`src/rtl/simpleio_bus_arbiter.sv`:
```
// Two-master arbiter for the simpleio register port. Each access produces exactly
// one io_cs strobe, and the peripheral's registered read data goes back to the granted master.
module simpleio_bus_arbiter #(
    parameter bit FIXED_PRIO = 1'b0  // 1: m0 wins ties; 0: alternate between masters
) (
    input  logic       clk,
    input  logic       rst,
    input  logic       m0_req,
    input  logic       m0_rw,
    input  logic [3:0] m0_addr,
    input  logic [7:0] m0_wdata,
    output logic [7:0] m0_rdata,
    output logic       m0_ack,
    input  logic       m1_req,
    input  logic       m1_rw,
    input  logic [3:0] m1_addr,
    input  logic [7:0] m1_wdata,
    output logic [7:0] m1_rdata,
    output logic       m1_ack,
    output logic       io_cs,
    output logic       io_rw,
    output logic [3:0] io_addr,
    output logic [7:0] io_di,
    input  logic [7:0] io_do,
    output logic       busy,
    output logic       grant
);

    typedef enum logic [1:0] {IDLE, ISSUE, CAPTURE, DONE} state_t;

    state_t     r_state,    w_state_next;
    logic       r_grant,    w_grant_next;
    logic       r_io_cs,    w_io_cs_next;
    logic       r_io_rw,    w_io_rw_next;
    logic [3:0] r_io_addr,  w_io_addr_next;
    logic [7:0] r_io_di,    w_io_di_next;
    logic       r_m0_ack,   w_m0_ack_next;
    logic       r_m1_ack,   w_m1_ack_next;
    logic [7:0] r_m0_rdata, w_m0_rdata_next;
    logic [7:0] r_m1_rdata, w_m1_rdata_next;
    logic       r_busy,     w_busy_next;

    logic       w_win;
    logic       w_sel_rw;
    logic [3:0] w_sel_addr;
    logic [7:0] w_sel_wdata;

    // A tie goes to m0 in fixed mode, otherwise to the master that was not granted last time.
    assign w_win       = (m0_req & m1_req) ? (FIXED_PRIO ? 1'b0 : ~r_grant) : m1_req;
    assign w_sel_rw    = w_win ? m1_rw    : m0_rw;
    assign w_sel_addr  = w_win ? m1_addr  : m0_addr;
    assign w_sel_wdata = w_win ? m1_wdata : m0_wdata;

    always_comb begin
        // NOTE: every signal gets its hold value first, so no path through the case infers a latch.
        w_state_next    = r_state;
        w_grant_next    = r_grant;
        w_io_cs_next    = r_io_cs;
        w_io_rw_next    = r_io_rw;
        w_io_addr_next  = r_io_addr;
        w_io_di_next    = r_io_di;
        w_m0_ack_next   = r_m0_ack;
        w_m1_ack_next   = r_m1_ack;
        w_m0_rdata_next = r_m0_rdata;
        w_m1_rdata_next = r_m1_rdata;

        case (r_state)
            IDLE: begin
                if (m0_req | m1_req) begin
                    w_grant_next   = w_win;
                    w_io_rw_next   = w_sel_rw;
                    w_io_addr_next = w_sel_addr;
                    w_io_di_next   = w_sel_rw ? 8'h00 : w_sel_wdata;
                    w_io_cs_next   = 1'b1;
                    w_state_next   = ISSUE;
                end
            end
            ISSUE: begin
                w_io_cs_next = 1'b0;
                w_state_next = CAPTURE;
            end
            CAPTURE: begin
                // The peripheral registered DO on the ISSUE edge, so it is valid here.
                if (r_io_rw) begin
                    if (r_grant) w_m1_rdata_next = io_do;
                    else         w_m0_rdata_next = io_do;
                end
                w_m0_ack_next = ~r_grant;
                w_m1_ack_next = r_grant;
                w_state_next  = DONE;
            end
            DONE: begin
                w_m0_ack_next = 1'b0;
                w_m1_ack_next = 1'b0;
                w_io_rw_next  = 1'b1;
                w_state_next  = IDLE;
            end
            default: w_state_next = IDLE;
        endcase

        w_busy_next = (w_state_next != IDLE);
    end

    // NOTE: state is updated only with non-blocking assignments so every register samples pre-edge values.
    always_ff @(posedge clk or posedge rst) begin
        if (rst) begin
            r_state    <= IDLE;
            r_grant    <= 1'b1;
            r_io_cs    <= 1'b0;
            r_io_rw    <= 1'b1;
            r_io_addr  <= 4'h0;
            r_io_di    <= 8'h00;
            r_m0_ack   <= 1'b0;
            r_m1_ack   <= 1'b0;
            r_m0_rdata <= 8'h00;
            r_m1_rdata <= 8'h00;
            r_busy     <= 1'b0;
        end else begin
            r_state    <= w_state_next;
            r_grant    <= w_grant_next;
            r_io_cs    <= w_io_cs_next;
            r_io_rw    <= w_io_rw_next;
            r_io_addr  <= w_io_addr_next;
            r_io_di    <= w_io_di_next;
            r_m0_ack   <= w_m0_ack_next;
            r_m1_ack   <= w_m1_ack_next;
            r_m0_rdata <= w_m0_rdata_next;
            r_m1_rdata <= w_m1_rdata_next;
            r_busy     <= w_busy_next;
        end
    end

    assign io_cs    = r_io_cs;
    assign io_rw    = r_io_rw;
    assign io_addr  = r_io_addr;
    assign io_di    = r_io_di;
    assign m0_ack   = r_m0_ack;
    assign m1_ack   = r_m1_ack;
    assign m0_rdata = r_m0_rdata;
    assign m1_rdata = r_m1_rdata;
    assign busy     = r_busy;
    assign grant    = r_grant;

endmodule

```
`config.mk`:
```
export PLATFORM = sky130hd
export DESIGN_NAME = simpleio_bus_arbiter
export DESIGN_NICKNAME = d
export VERILOG_FILES = /design/src/rtl/simpleio_bus_arbiter.sv
export SDC_FILE = /design/constraint.sdc
export NUM_CORES = 1
export LEC_CHECK = 0
export BUFFER_PORTS_ARGS = -buffer_cell sky130_fd_sc_hd__buf_2
export CELL_PAD_IN_SITES_DETAIL_PLACEMENT = 1
export CELL_PAD_IN_SITES_GLOBAL_PLACEMENT = 1
export CORE_MARGIN = 2
export CORE_UTILIZATION = 30
export DETAILED_ROUTE_END_ITERATION = 10
export MAX_ROUTING_LAYER = met4
export PLACE_DENSITY_LB_ADDON = 0.1
export SYNTH_ARGS = -nofsm -noshare
export SYNTH_HDL_FRONTEND = slang
export SYNTH_SLANG_ARGS = --single-unit
export TNS_END_PERCENT = 30
```
`constraint.sdc`:
```
create_clock -name clk -period 2.24 [get_ports clk]
set_clock_uncertainty 0.15 [all_clocks]
set_input_delay 0.224 -clock clk [delete_from_list [all_inputs] [get_ports clk]]
set_output_delay 0.224 -clock clk [all_outputs]
set_load 0.005 [all_outputs]
```
## Word level (Yosys, flattened, before mapping)

Cells that the tools add are included.

- Bits in writable memories: 0
- Output and inout port bits: 34
- Flip-flop bits (word level): 36
- Memories: 0
- Latch bits: 0
- ROM bits: 0
- Logic and storage cells: 41

- Equality and inequality tests: 4
- Add/sub/neg operators: 0
- $lt $le $gt $ge: 0
- Muxes and demuxes: 13
- Multiply operators: 0
- Divide/modulo/power cells: 0
- Shift operators: 0
- Bitwise gates (word level): 3
- Reduce and logical (&&, ||, !) cells: 10

Operators with widths:

| kind | count |
|---|---|
| 8-bit two-way mux | 2 |
| 1-bit case mux with 2 select lines | 4 |
| 2-bit case mux with 4 select lines | 1 |
| 2-bit nonzero test | 4 |
| 2-bit AND reduction | 3 |
| 3-bit AND reduction | 2 |
| 2-bit equality test, second input constant | 2 |
| 1-bit two-way mux | 4 |
| 4-bit two-way mux | 1 |
| 2-bit by 1-bit equality test with 1-bit output, second input constant | 1 |
| 2-bit logical NOT | 1 |
| 2-bit two-way mux | 1 |
| 2-bit != test, second input constant | 1 |
| 1-bit bitwise AND | 1 |
| 1-bit inverter | 1 |
| 1-bit OR | 1 |

## Depth between registers and ports, before layout

Gate-level depths: netlist (run 1).

- Depth in word-level cells: 5
- Mapped depth: 6

## Worst setup path after synthesis (run 1)

Ideal clock, no wire load.

- Kind: register to register
- Start point: register r_state[0]
- End point: register r_m0_rdata[0], in the netlist m0_rdata[0]
- Setup time: 0.125 ns
- Buffers on the path: 1
- Clock period less this slack: 1.653 ns
- Data required time: 1.965 ns
- Setup slack: 0.587 ns
- Arrival time: 1.378 ns
- Cell stages (with the launch flop): 6
- Path through: dfrtp_1 inv_1 ha_1 buf_2 nand3b_1 mux2_2

- Cells in the longest elaborated chain, start to end: 2

RTL lines:

| what | line | source |
|---|---|---|
| start: declaration | 31 | `state_t r_state, w_state_next;` |
| start signal: assignment | 119 | `r_state <= w_state_next;` |
| 2-bit equality test | 67 | `case (r_state)` |
| 3-bit AND reduction (no line) | n/a |  |
| end signal: assignment | 127 | `r_m0_rdata <= w_m0_rdata_next;` |
| end: declaration | 39 | `logic [7:0] r_m0_rdata, w_m0_rdata_next;` |

No other way between the ends.
A chain may end at the register's enable or synchronous reset.

## Worst setup path after layout (run 1)

- Start point: register r_state[0]
- End point: register r_m1_rdata[1], in the netlist m1_rdata[1]

- Cells in the longest elaborated chain, start to end: 2

RTL lines:

| what | line | source |
|---|---|---|
| 2-bit equality test | 67 |  |
| 3-bit AND reduction (no line) | n/a |  |
| end signal: assignment | 128 | `r_m1_rdata <= w_m1_rdata_next;` |
| end: declaration | 40 | `logic [7:0] r_m1_rdata, w_m1_rdata_next;` |

No other way between the ends.

==> impl_summary.log, run 1 <==
INFO  metric route.detailed.drc = 0
INFO  metric insertion_delay = 0.28 ns
INFO  metric drt-pass1-iter-count = 2
INFO  metric syn_inst = 124
INFO  metric setup_tns = 0 ns
INFO  metric clock_sinks = 36
INFO  metric worstHoldStart = io_do[3]
INFO  metric die-height = 77.2 um
INFO  metric grt_remaining_overflow = 0
INFO  metric final-setup-viol-count = 0
INFO  metric groute.usage.overall = between 10% and 20%
INFO  metric critical_path.reg2reg.endpoint = m1_rdata[1]$_DFFE_PP0P_
INFO  metric final_cell_mix = 71 x buf_2, 34 x dfrtp_1, 16 x mux2_2
INFO  metric maxSlewHeadroom = 49.7%
INFO  metric yosysSeqAreaShare = 56.1%
INFO  metric antenna_violating_nets_post_route = 0
INFO  metric number_of_enable_flip_flop_cells_after_synthesis = 0
INFO  metric antenna_found_initial = 0
INFO  metric synth-seq-cells = 36
INFO  metric cp_cell_sequence = inv_1, ha_1, nand3_1, mux2_2
INFO  metric timing.critical_path.max_delay_family = flip-flops
INFO  metric worstSetupStartpoint = r_state[0]$_DFF_PP0_
INFO  metric tritoncts_clock_tree = built
INFO  metric num_antenna_cells = 0
INFO  metric input_output_buffers = 71
INFO  metric gp_congestion = 0.760
INFO  metric rsz_0062_raised_after_global_routing = false
INFO  metric hold_depth = 2
INFO  metric wire_per_inst = 14.5 um
INFO  metric critical_path.endpoint_type = register
INFO  metric finalCritPeriodShare = between 80 and 90%
INFO  metric finalHoldViolations = 0
INFO  metric synth_nets = 167
INFO  metric cap_violations = 0
INFO  metric worstReg2RegStart = r_state[0]$_DFF_PP0_
INFO  metric run_status = finished, final reports clean
INFO  metric final_common_cell = buf_2
INFO  metric floorplan.die.width = between 70 and 80 um
INFO  metric design.final.nets = 242
INFO  metric drive_above_1_share = between 50% and 60%
INFO  metric crit_required = 2.26 ns
INFO  metric place_worst_setup_slack = 0.375 ns
INFO  metric crit_path_depth = 4
INFO  metric hold_end = m0_rdata[3]$_DFFE_PP0P_
INFO  metric number_of_cell_instances_on_the_worst_register_to_register_path = 4
INFO  metric power-per-cell-area = 1290 nW/um^2
INFO  metric dr_total_vias = 1205
INFO  metric fillers = 604
INFO  metric grt_pass1_vias = 1341
INFO  metric clock.fmax = 542 MHz
INFO  metric place.detailed.hpwl = about 3000 um
INFO  metric standard_cell_core_area = 5140 sq um
INFO  metric fin_ws = 0.393 ns
INFO  metric finalNonFillerCells = 270
INFO  metric yosysWarnings = 0
INFO  metric arrival = 1.87 ns
INFO  metric worstPathBufferInverterCount = 1
INFO  metric tightest_slew = roughly 0.76 ns
INFO  metric post_drt_via_cell_ratio = between 4 and 5
INFO  metric ctsRootBufferMaster = clkbuf_8
INFO  metric setup.reg_to_reg.worst_slack = 0.39 ns
INFO  metric wl = ~3900 um
INFO  metric worst_path_largest_cell_delay = 0.42 ns
INFO  metric crit_slowest_cell = dfrtp_1
INFO  metric cts_max_level = 2
INFO  metric post_synth.cell_area_avg = about 13 sq um
INFO  metric starting_density_of_the_core = 31.3%
INFO  metric drt_first_iter_violations = 11
INFO  metric worstHoldPathType = in -> reg
INFO  metric clk_pin_slew_worst_paths = ~0.080 ns
INFO  metric grt_pass1_wl = 6500 um
INFO  metric placed_cells = 261
INFO  metric final-seq-area = 903 sq um
INFO  metric worst-setup-path-type = reg -> reg
INFO  metric asyncSetResetFlopFracSynth = 100%
INFO  metric cts_buffers = 5
INFO  metric synth_flop_cell = dfrtp_1
INFO  metric clk_path_buf_depth = 2
INFO  metric placement_rows = 26
INFO  metric multi_input_area = between 600 and 700 sq um
INFO  metric grt_start_max_net_pins = 25
INFO  metric crit_fanout = 8
INFO  metric slew_violations = 0
INFO  metric yosys.cell_types.count = 27
INFO  metric synth.cell_area = 1610 sq um
INFO  metric fin_crit = 1.85 ns
INFO  metric total_leakage_power = 0.00106 uW
INFO  metric area_growth_syn_to_layout = 32.3%
INFO  metric die-area = 5970 sq um
INFO  metric power.ir.vdd_worst = around 400 uV
INFO  metric ios = around 70
INFO  metric startpoint_type = register
-- logic make-up (layout without fill, tap and decap cells) --
kind of cell	Yosys count	count (layout)	synth area share [%]
AND/OR/NAND/NOR	22	22	6.14
adder cells (fa/ha/maj)	5	5	3.89
flip-flops	36	36	56.1
multiplexers	29	29	19.3
AO/OA/AOI/OAI	23	23	11.1
buffers and inverters	9	85	3.42
-- layout make-up --
cell class	count	share of cell area (%)
multi-input combinational	79	30.6
tap	70	4.11
sequential	36	42.4
inverter	4	0.705
clock inverter	3	0.881
timing repair buffer	73	18.1
clock buffer	5	3.23
-- worst max-delay path by stage --
| stage | endpoint | slack (ns) |
|---|---|---|
| final | m1_rdata[1]$_DFFE_PP0P_ | 0.39 |
| after global routing | m1_rdata[3]$_DFFE_PP0P_ | 0.24 |
| after CTS | m1_rdata[1]$_DFFE_PP0P_ | 0.35 |
| after detailed placement | m1_rdata[1]$_DFFE_PP0P_ | 0.38 |
| after global placement | m1_rdata[6]$_DFFE_PP0P_ | 0.45 |
| after floorplan | m0_rdata[0]$_DFFE_PP0P_ | 0.59 |
-- layer usage --
| metal | global-route usage (%) | vias to the layer above | share of wire (%) | routed length, um |
|---|---|---|---|---|
| li1 | - | 581 | - | - |
| met1 | 16.7 | 577 | 42 | 1630 |
| met2 | 23.9 | 40 | 52 | 2020 |
| met3 | 3.65 | 7 | 5.5 | 217 |
| met4 | 5.36 | 0 | 1.3 | 51 |
| met5 | - | - | 0 | 0 |
-- what timing repair did --
action                                 4_1_cts  5_1_grt
resized for setup                            0        0
hold buffers                                 1        0
buffers inserted                             0        0
endpoints found under the hold margin       10        0
-- report_power, final --
part           total, uW  leakage [uW]  internal [uW]  switching, uW
sequential          1170      0.000433            986            181
combinational       1130      0.000575            592            542
clock                452     0.0000479            217            235
-- worst register-to-register path: cells and delay by family (launching register included) --
family,cells,cell delay (ns)
DFF,1,0.42
muxes,1,0.40
and+or+nand+nor,1,0.37
adders and majority gates,1,0.28
buffers and inverters,1,0.12
-- cells in the mapped netlist (all sizes together), types with 2 or more instances --
cell type | instances | share of area [%]
nor2b | 2 | 0.78
buf | 5 | 2.5
dfrtp | 34 | 53
dfstp | 2 | 3.3
a21oi | 3 | 0.93
ha | 5 | 3.9
o21ai | 13 | 4.5
nor2 | 3 | 0.70
mux2i | 13 | 8.1
mux2 | 16 | 11
inv | 4 | 0.93
nand2 | 12 | 2.8
-- registers in the layout, indices dropped and copies added, names as in the netlist --
register / flops
grant: 1
io_cs: 1
m1_ack: 1
io_addr: 4
m0_rdata: 8
m1_rdata: 8
busy: 1
r_state: 2
io_di: 8
io_rw: 1
m0_ack: 1
-- through the flow --
step	instance area [sq um]	util [%]	power (uW)	hold WS, ns
after global placement	2030	39.5	2300	0.164
final	2130	41.4	2750	0.0301
after CTS	2130	41.4	2810	0.0233
after floorplan	1610	-	1860	0.225
after detailed placement	2030	39.5	2340	0.177
after global routing	2130	41.4	3010	0.0223
Power figures use the tool's default switching activity.
==> inputs of run 2 (changes only) <==
- ABC_AREA: default -> 1
- clock period: 2.24 -> 1.6 ns (I/O delays scaled with it)
==> run 2 against run 1 <==
  * Non-clock buffer count is 16 higher
  * Die area increased by 10%
  * Clock power up 72%
  * Synthesized cell count is 59% higher
  * Sequential power is 35% higher
  * Critical path type unchanged
  * Largest cell class unchanged
==> impl_summary.log, run 2 <==
INFO  metric design.final.nets = 329 (+36%)
INFO  metric placed_cells = 342 (+31%)
INFO  metric route.detailed.drc = 0 (unchanged)
INFO  metric worstReg2RegStart = r_state[0]$_DFF_PP0_
INFO  metric asyncSetResetFlopFracSynth = 100% (unchanged)
INFO  metric worstHoldStart = io_do[5]
INFO  metric post_drt_via_cell_ratio = 4.45 (-0.28%)
INFO  metric grt_pass1_wl = 7620 um (+17%)
INFO  metric power.total = 4040 uW (+47%)
INFO  metric maxSlewHeadroom = 69.3% (+20 points)
INFO  metric ctsRootBufferMaster = clkbuf_8
INFO  metric num_antenna_cells = 0 (unchanged)
INFO  metric drt-pass1-iter-count = 3 (+1)
INFO  metric drt_first_iter_violations = 56 (+45)
INFO  metric number_of_cell_instances_on_the_worst_register_to_register_path = 6 (+2)
INFO  metric insertion_delay = 0.28 ns (about the same)
INFO  metric finalNonFillerCells = 362 (+34%)
INFO  metric synth.cell_area = 1780 sq um (+11%)
INFO  metric critical_path.endpoint_type = register
INFO  metric groute.usage.overall = 15.2% (+0.88 points)
INFO  metric antenna_found_initial = 0 (unchanged)
INFO  metric die-area = 6580 sq um (+10%)
INFO  metric synth_top_area_share = 47.7% (-5.2 points)
INFO  metric standard_cell_core_area = 5820 sq um (+13%)
INFO  metric arrival = 1.52 ns (-0.35 ns)
INFO  metric power-per-cell-area = 1670 nW/um^2 (+29%)
INFO  metric startpoint_type = register
INFO  metric wl = 4450 um (+14%)
INFO  metric hold_depth = 3 (+1)
INFO  metric slew_violations = 0 (unchanged)
INFO  metric cts_max_level = 2 (unchanged)
INFO  metric post_cts.repair.setup_buffers = 0 (unchanged)
INFO  metric die-height = 81.1 um (+5.0%)
INFO  metric yosysSeqAreaShare = 50.7% (-5.5 points)
INFO  metric cts_buffers = 5 (unchanged)
INFO  metric final_cell_mix = 71 x buf_2, 68 x nand2_1, 34 x dfrtp_1
INFO  metric number_of_enable_flip_flop_cells_after_synthesis = 0 (unchanged)
INFO  metric power.combinational.fraction = 41.8% (+0.6 points)
INFO  metric final_common_cell = buf_2
INFO  metric input_output_buffers = 71 (unchanged)
INFO  metric drive_above_1_share = 37.3% (-15 points)
INFO  metric grt_remaining_overflow = 0 (unchanged)
INFO  metric yosys.cell_count.top_type = nand2_1
INFO  metric synth_nets = 240 (+44%)
INFO  metric clk_pin_slew_worst_paths = 0.07 ns (about the same)
INFO  metric dr_total_vias = 1611 (+34%)
INFO  metric rsz_0062_raised_after_global_routing = true
INFO  metric worst-setup-path-type = reg -> reg
INFO  metric crit_fanout = 16 (+8)
INFO  metric crit_required = 1.62 ns (-0.64 ns)
INFO  metric p_seq_share = 39.0% (-3.4 points)
INFO  metric starting_density_of_the_core = 30.7% (-0.65 points)
INFO  metric power.internal = 2570 uW (+43%)
INFO  metric power.ir.vdd_worst = 692 uV (+74%)
INFO  metric post_synth_most_frequent_cells = 68 x nand2_1, 34 x dfrtp_1, 21 x inv_1, 18 x nand3_1, 13 x o21ai_0
INFO  metric tightest_slew = 0.461 ns (-0.294 ns)
INFO  metric synth-seq-cells = 36 (unchanged)
INFO  metric clk_path_buf_depth = 2 (unchanged)
INFO  metric floorplan.die.width = 81.1 um (+5.0%)
INFO  metric clock_sinks = 36 (unchanged)
INFO  metric fin_crit = 1.50 ns (-0.347 ns)
INFO  metric yosysWarnings = 0 (unchanged)
INFO  metric post_synth.cell_area_avg = 9.05 sq um (-30%)
INFO  metric synth.top_cells.by_area = dfrtp_1 48%, nand2_1 14%, nand3_1 5.1%, inv_1 4.4%, o21ai_2 3.9%
INFO  metric grt_start_max_net_pins = 37 (+48%)
INFO  metric placement_rows = 28 (+7.7%)
INFO  metric run_status = finished, final reports clean
INFO  metric wire_per_inst = 12.3 um (-15%)
INFO  metric finalCritPeriodShare = 93.7% (+11 points)
INFO  metric tritoncts_clock_tree = built
INFO  metric synth_top_area_cell = dfrtp_1
INFO  metric swShare = 36.4% (+1.6 points)
INFO  metric finalHoldViolations = 0 (unchanged)
INFO  metric total_leakage_power = 0.00136 uW (+29%)
INFO  metric worstHoldPathType = in -> reg
INFO  metric postLayoutCoreUtil = 41.7% (+0.26 points)
INFO  metric hold_end = m1_rdata[5]$_DFFE_PP0P_
INFO  metric yosys.cell_types.count = 22 (-19%)
INFO  metric gp_congestion = 0.752 (-1.0%)
INFO  metric cap_violations = 0 (unchanged)
INFO  metric final-setup-viol-count = 0 (unchanged)
INFO  metric syn_inst = 197 (+59%)
INFO  metric grt_pass1_vias = 1703 (+27%)
INFO  metric critical_path.reg2reg.endpoint = m1_rdata[5]$_DFFE_PP0P_
INFO  metric setup.reg_to_reg.worst_slack = 0.10 ns (-0.29 ns)
INFO  metric net-switching-power = 1470 uW (+54%)
INFO  metric ios = 72 (unchanged)
INFO  metric synth_flop_cell = dfrtp_1
INFO  metric clock.fmax = 667 MHz (+23%)
INFO  metric antenna_violating_nets_post_route = 0 (unchanged)
INFO  metric area_growth_syn_to_layout = 36.0%
INFO  metric p_clk_share = 19.2% (+2.8 points)
INFO  metric place.detailed.hpwl = 3320 um (+8.9%)
## run 2: cell types whose count changed after synthesis, sizes merged, moves of 5 or more
cell	delta
nand3	+19
nand2	+60
mux2i	-13
o211ai	+5
o21ai	+8
mux2	-16
inv	+18
## run 2: worst max-delay path by stage
stage	to	cells after the start	startpoint
global route	io_di[1]$_DFFE_PP0P_	7	r_state[0]$_DFF_PP0_
floorplan	m1_rdata[0]$_DFFE_PP0P_	6	r_state[0]$_DFF_PP0_
finish	m1_rdata[5]$_DFFE_PP0P_	6	r_state[0]$_DFF_PP0_
CTS	io_di[1]$_DFFE_PP0P_	7	r_state[0]$_DFF_PP0_
detailed placement	io_di[1]$_DFFE_PP0P_	7	r_state[0]$_DFF_PP0_
global placement	m1_rdata[0]$_DFFE_PP0P_	6	r_state[0]$_DFF_PP0_
## run 2: power by group through the flow
stage	clock, uW	combinational (uW)	sequential, uW
after floorplan	0	995	1630
after global placement	0	1630	1600
after detailed placement	0	1700	1600
after CTS	803	1720	1580
after global routing	851	1950	1640
final	778	1690	1580
## run 2: kinds of logic (layout without fill, tap and decap cells)
| group | after synthesis | in the layout | share of synthesized area, % |
|---|---|---|---|
| compound gates | 27 | 27 | 9.96 |
| flops | 36 | 36 | 50.7 |
| buf+inv | 29 | 119 | 9.40 |
| fa+ha+maj | 5 | 5 | 3.51 |
| simple gates | 100 | 100 | 26.5 |
## run 2: area by class of cell
cell class              instances  area, sq um
well taps                      75         93.8
multi-input cells             132          717
repair buffers                 89          520
clock buffers                   6         72.6
clock inverters                 2         35.0
fillers                       730         3390
inverters                      22         82.6
flip-flops and latches         36          903
## run 2: stage by stage
step / TNS [ns] / worst slack (ns) / hold WS [ns] / area [sq um]
after floorplan: 0 / 0.112 / 0.166 / 1780
after global placement: 0 / 0.0866 / 0.149 / 2190
after detailed placement: 0 / 0.0275 / 0.155 / 2190
after CTS: 0 / 0.0155 / 0.0000707 / 2420
after global routing: -0.000946 / -0.000946 / 0.0113 / 2420
final: 0 / 0.100 / 0.00498 / 2420
## run 2: worst max-delay path, stage by stage, from the launching register on
cell and delay, ns:
dfrtp_1 0.40, inv_1 0.14, ha_2 0.28, nand3_2 0.08, buf_4 0.21, nand2_1 0.09
o21ai_2 0.05
## run 2: routing by layer
metal  vias to the layer above  global-route usage, %  wire [um]  share of wire (%)
met1                       768                   18.2       1900                 43
li1                        799                      -          -                  -
met2                        36                   25.7       2280                 51
met4                         0                   4.41         49                1.1
met5                         -                      -          0                  0
met3                         8                   3.56        215                4.8
## run 2: repair_timing
item | 4_1_cts | 5_1_grt
hold buffers | 12 | 0
setup endpoints to repair | 0 | 30
hold endpoints to repair | 45 | 0
gates resized for setup | 0 | 3
==> inputs of run 3 (changes only) <==
--- a/config.mk
+++ b/config.mk
@@ -7,3 +7,2 @@
 export LEC_CHECK = 0
-export ABC_AREA = 1
 export BUFFER_PORTS_ARGS = -buffer_cell sky130_fd_sc_hd__buf_2
@@ -14,2 +13,3 @@
 export DETAILED_ROUTE_END_ITERATION = 10
+export HOLD_SLACK_MARGIN = 0.12
 export MAX_ROUTING_LAYER = met4
==> constraint.sdc (replaced) <==
create_clock -name clk -period 1.6 [get_ports clk]
set_clock_uncertainty 0.15 [all_clocks]
set_input_delay 0 -clock clk [delete_from_list [all_inputs] [get_ports clk]]
set_output_delay 0 -clock clk [all_outputs]
set_load 0.005 [all_outputs]
==> run 3 against run 2 <==
  * Final cell count is 14% lower
  * Critical path depth did not move
  * Global-route usage increased by 1.5 points
  * Total power grew 7.9%
  * Sequential power up 3%
  * Count of clock-buffer cells in the layout fell by 1
  * Combinational power rose by 15%
  * Core utilization rose by 9.4 points
  * First-iteration DRC count shrank 11%
  * Setup slack lost 0.042 ns
  * Via count shrank 12%
  * Largest cell class unchanged
  * Highest routed layer unchanged
==> impl_summary.log, run 3 (synthesis gave the netlist of run 1 again) <==
INFO  metric run_status = finished, final reports clean
INFO  metric crit_required = 1.62 ns (about the same)
INFO  metric floorplan.die.width = 77.2 um (-4.8%)
INFO  metric route.detailed.drc = 0 (unchanged)
INFO  metric maxSlewHeadroom = 68.5% (-0.78 points)
INFO  metric final-setup-viol-count = 0 (unchanged)
INFO  metric clk_pin_slew_worst_paths = 0.08 ns (about the same)
INFO  metric timing.critical_path.max_delay_family = flip-flops
INFO  metric worstPathBufferInverterCount = 3 (+1)
INFO  metric clock_sinks = 36 (unchanged)
INFO  metric antenna_found_initial = 0 (unchanged)
INFO  metric finalCritPeriodShare = 96.4% (+2.6 points)
INFO  metric power.total = 4360 uW (+7.9%)
INFO  metric power.ir.vdd_worst = 600 uV (-13%)
INFO  metric worst-setup-path-type = reg -> reg
INFO  metric design.final.nets = 285 (-13%)
INFO  metric cp_cell_sequence = inv_2, ha_2, buf_4, a32oi_4, buf_12, o21ai_1
INFO  metric stdcell_area = 2630 sq um (+8.3%)
INFO  metric worstHoldStart = m0_rw
INFO  metric die-area = 5970 sq um (-9.3%)
INFO  metric tightest_slew = 0.471 ns (+0.00997 ns)
INFO  metric clk_path_buf_depth = 2 (unchanged)
INFO  metric wl = 4530 um (+1.9%)
INFO  metric drive_above_1_share = 48.1% (+11 points)
INFO  metric startpoint_type = register
INFO  metric grt_pass1_wl = 7550 um (-0.91%)
INFO  metric crit_fanout = 9 (-7)
INFO  metric hold_end = io_di[5]$_DFFE_PP0P_
INFO  metric starting_density_of_the_core = 31.3% (+0.65 points)
INFO  metric final_cell_mix = 71 x buf_2, 36 x dlygate4sd3_1, 34 x dfrtp_1
INFO  metric worstReg2RegStart = r_state[1]$_DFF_PP0_
INFO  metric drt_first_iter_violations = 50 (-11%)
INFO  metric finalHoldViolations = 0 (unchanged)
INFO  metric wire_per_inst = 14.5 um (+18%)
INFO  metric cap_violations = 0 (unchanged)
INFO  metric crit_slowest_cell = dfrtp_1
INFO  metric worst_path_largest_cell_delay = 0.42 ns (+0.02 ns)
INFO  metric setup.reg_to_reg.worst_slack = 0.06 ns (-0.04 ns)
INFO  metric standard_cell_core_area = 5140 sq um (-12%)
INFO  metric place_worst_setup_slack = -0.0426 ns (-0.0700 ns)
INFO  metric ctsRootBufferMaster = clkbuf_8
INFO  metric arrival = 1.56 ns (+0.04 ns)
INFO  metric critical_path.reg2reg.endpoint = io_di[2]$_DFFE_PP0P_
INFO  metric critical_path.endpoint_type = register
INFO  metric grt_start_max_net_pins = 37 (unchanged)
INFO  metric dr_total_vias = 1411 (-12%)
INFO  metric area_growth_syn_to_layout = 63.2%
INFO  metric fin_ws = 0.0582 ns (-0.0420 ns)
INFO  metric groute.usage.overall = 16.7% (+1.5 points)
INFO  metric grt_remaining_overflow = 0 (unchanged)
INFO  metric final_common_cell = buf_2
INFO  metric fin_crit = 1.54 ns (+0.0420 ns)
INFO  metric place.detailed.hpwl = 3070 um (-7.6%)
INFO  metric multi_input_area = 684 sq um (-4.5%)
INFO  metric input_output_buffers = 71 (unchanged)
INFO  metric worstHoldPathType = in -> reg
INFO  metric insertion_delay = 0.29 ns (about the same)
INFO  metric slew_violations = 0 (unchanged)
INFO  metric post_drt_via_cell_ratio = 4.51 (+1.3%)
INFO  metric gp_congestion = 0.715 (-4.9%)
INFO  metric power-per-cell-area = 1660 nW/um^2 (-0.36%)
INFO  metric die-height = 77.2 um (-4.8%)
INFO  metric antenna_violating_nets_post_route = 0 (unchanged)
INFO  metric hold_depth = 5 (+2)
INFO  metric drt-pass1-iter-count = 3 (unchanged)
INFO  metric clock.fmax = 649 MHz (-2.7%)
INFO  metric dpl_cell_area = 2110 sq um (-3.6%)
INFO  metric number_of_cell_instances_on_the_worst_register_to_register_path = 6 (unchanged)
INFO  metric cts_max_level = 2 (unchanged)
INFO  metric fillers = 558 (-24%)
INFO  metric final-seq-area = 903 sq um (unchanged)
INFO  metric total_leakage_power = 0.00127 uW (-6.9%)
INFO  metric cts_buffers = 5 (unchanged)
INFO  metric tritoncts_clock_tree = built
INFO  metric grt_pass1_vias = 1565 (-8.1%)
INFO  metric placement_rows = 26 (-7.1%)
INFO  metric ios = 72 (unchanged)
INFO  metric rsz_0062_raised_after_global_routing = true
INFO  metric num_antenna_cells = 0 (unchanged)
INFO  metric setup_tns = 0 ns (unchanged)
run 3: changes by cell type in the layout (fill, tap and decap cells not counted), sizes merged, moves of 3 or more:
cell	delta
mux2	+16
mux2i	+13
nor2	-3
nand3	-19
o21ai	-8
o211ai	-5
buf	+3
inv	-18
dlygate4sd3	+24
nand2	-60
run 3: layout make-up:
cell class	count	share of cell area, %
clock inverter	3	1.62
multi-input combinational	79	26.1
inverter	4	0.572
sequential	36	34.4
timing repair buffer	116	31.4
tap	70	3.33
clock buffer	5	2.62
run 3: report_power, final:
part,switching (uW),internal (uW)
clock network,337,461
registers,250,1380
logic,851,1090
run 3: worst max-delay path by stage:
stage	from	to	slack, ns	cells past startpoint
finish	r_state[1]$_DFF_PP0_	io_di[2]$_DFFE_PP0P_	0.06	6
global route	r_state[1]$_DFF_PP0_	io_di[2]$_DFFE_PP0P_	-0.002	6
CTS	r_state[1]$_DFF_PP0_	io_di[2]$_DFFE_PP0P_	0.007	6
detailed placement	r_state[1]$_DFF_PP0_	io_di[2]$_DFFE_PP0P_	-0.04	5
global placement	r_state[1]$_DFF_PP0_	io_di[7]$_DFFE_PP0P_	0.05	5
floorplan	r_state[0]$_DFF_PP0_	m0_rdata[0]$_DFFE_PP0P_	0.0004	5
run 3: through the flow:
stage / hold WS [ns] / std cells / utilization (%)
after global routing: 0.199 / 313 / 51.1
after floorplan: -0.00146 / 124 / -
after detailed placement: -0.0150 / 268 / 41.1
after global placement: -0.0284 / 268 / 41.1
after CTS: 0.168 / 313 / 50.7
final: 0.190 / 313 / 51.1
run 3: routing by layer:
layer  vias to the layer above  GRT usage [%]  share of wire (%)  routed length (um)
li1                        672              -                  -                   -
met1                       689           17.3                 38                1730
met2                        43           31.3                 56                2530
met3                         7           4.00                4.9                 222
met4                         0           4.82                1.1                  51
met5                         -              -                  0                   0
run 3: tightest hold or removal path, delay by kind of cell:
kind	cells	cell delay, ns
AND/OR/NAND/NOR	1	0.06
buffers and inverters	2	0.21
AO/OA/AOI/OAI	2	0.31
run 3: repair_timing:
item | in CTS | in global routing
buffers inserted | 1 | 0
gates resized for setup | 0 | 6
setup endpoints to repair | 9 | 13
hold endpoints to repair | 68 | 0
pin swaps | 1 | 1
hold buffers | 36 | 0
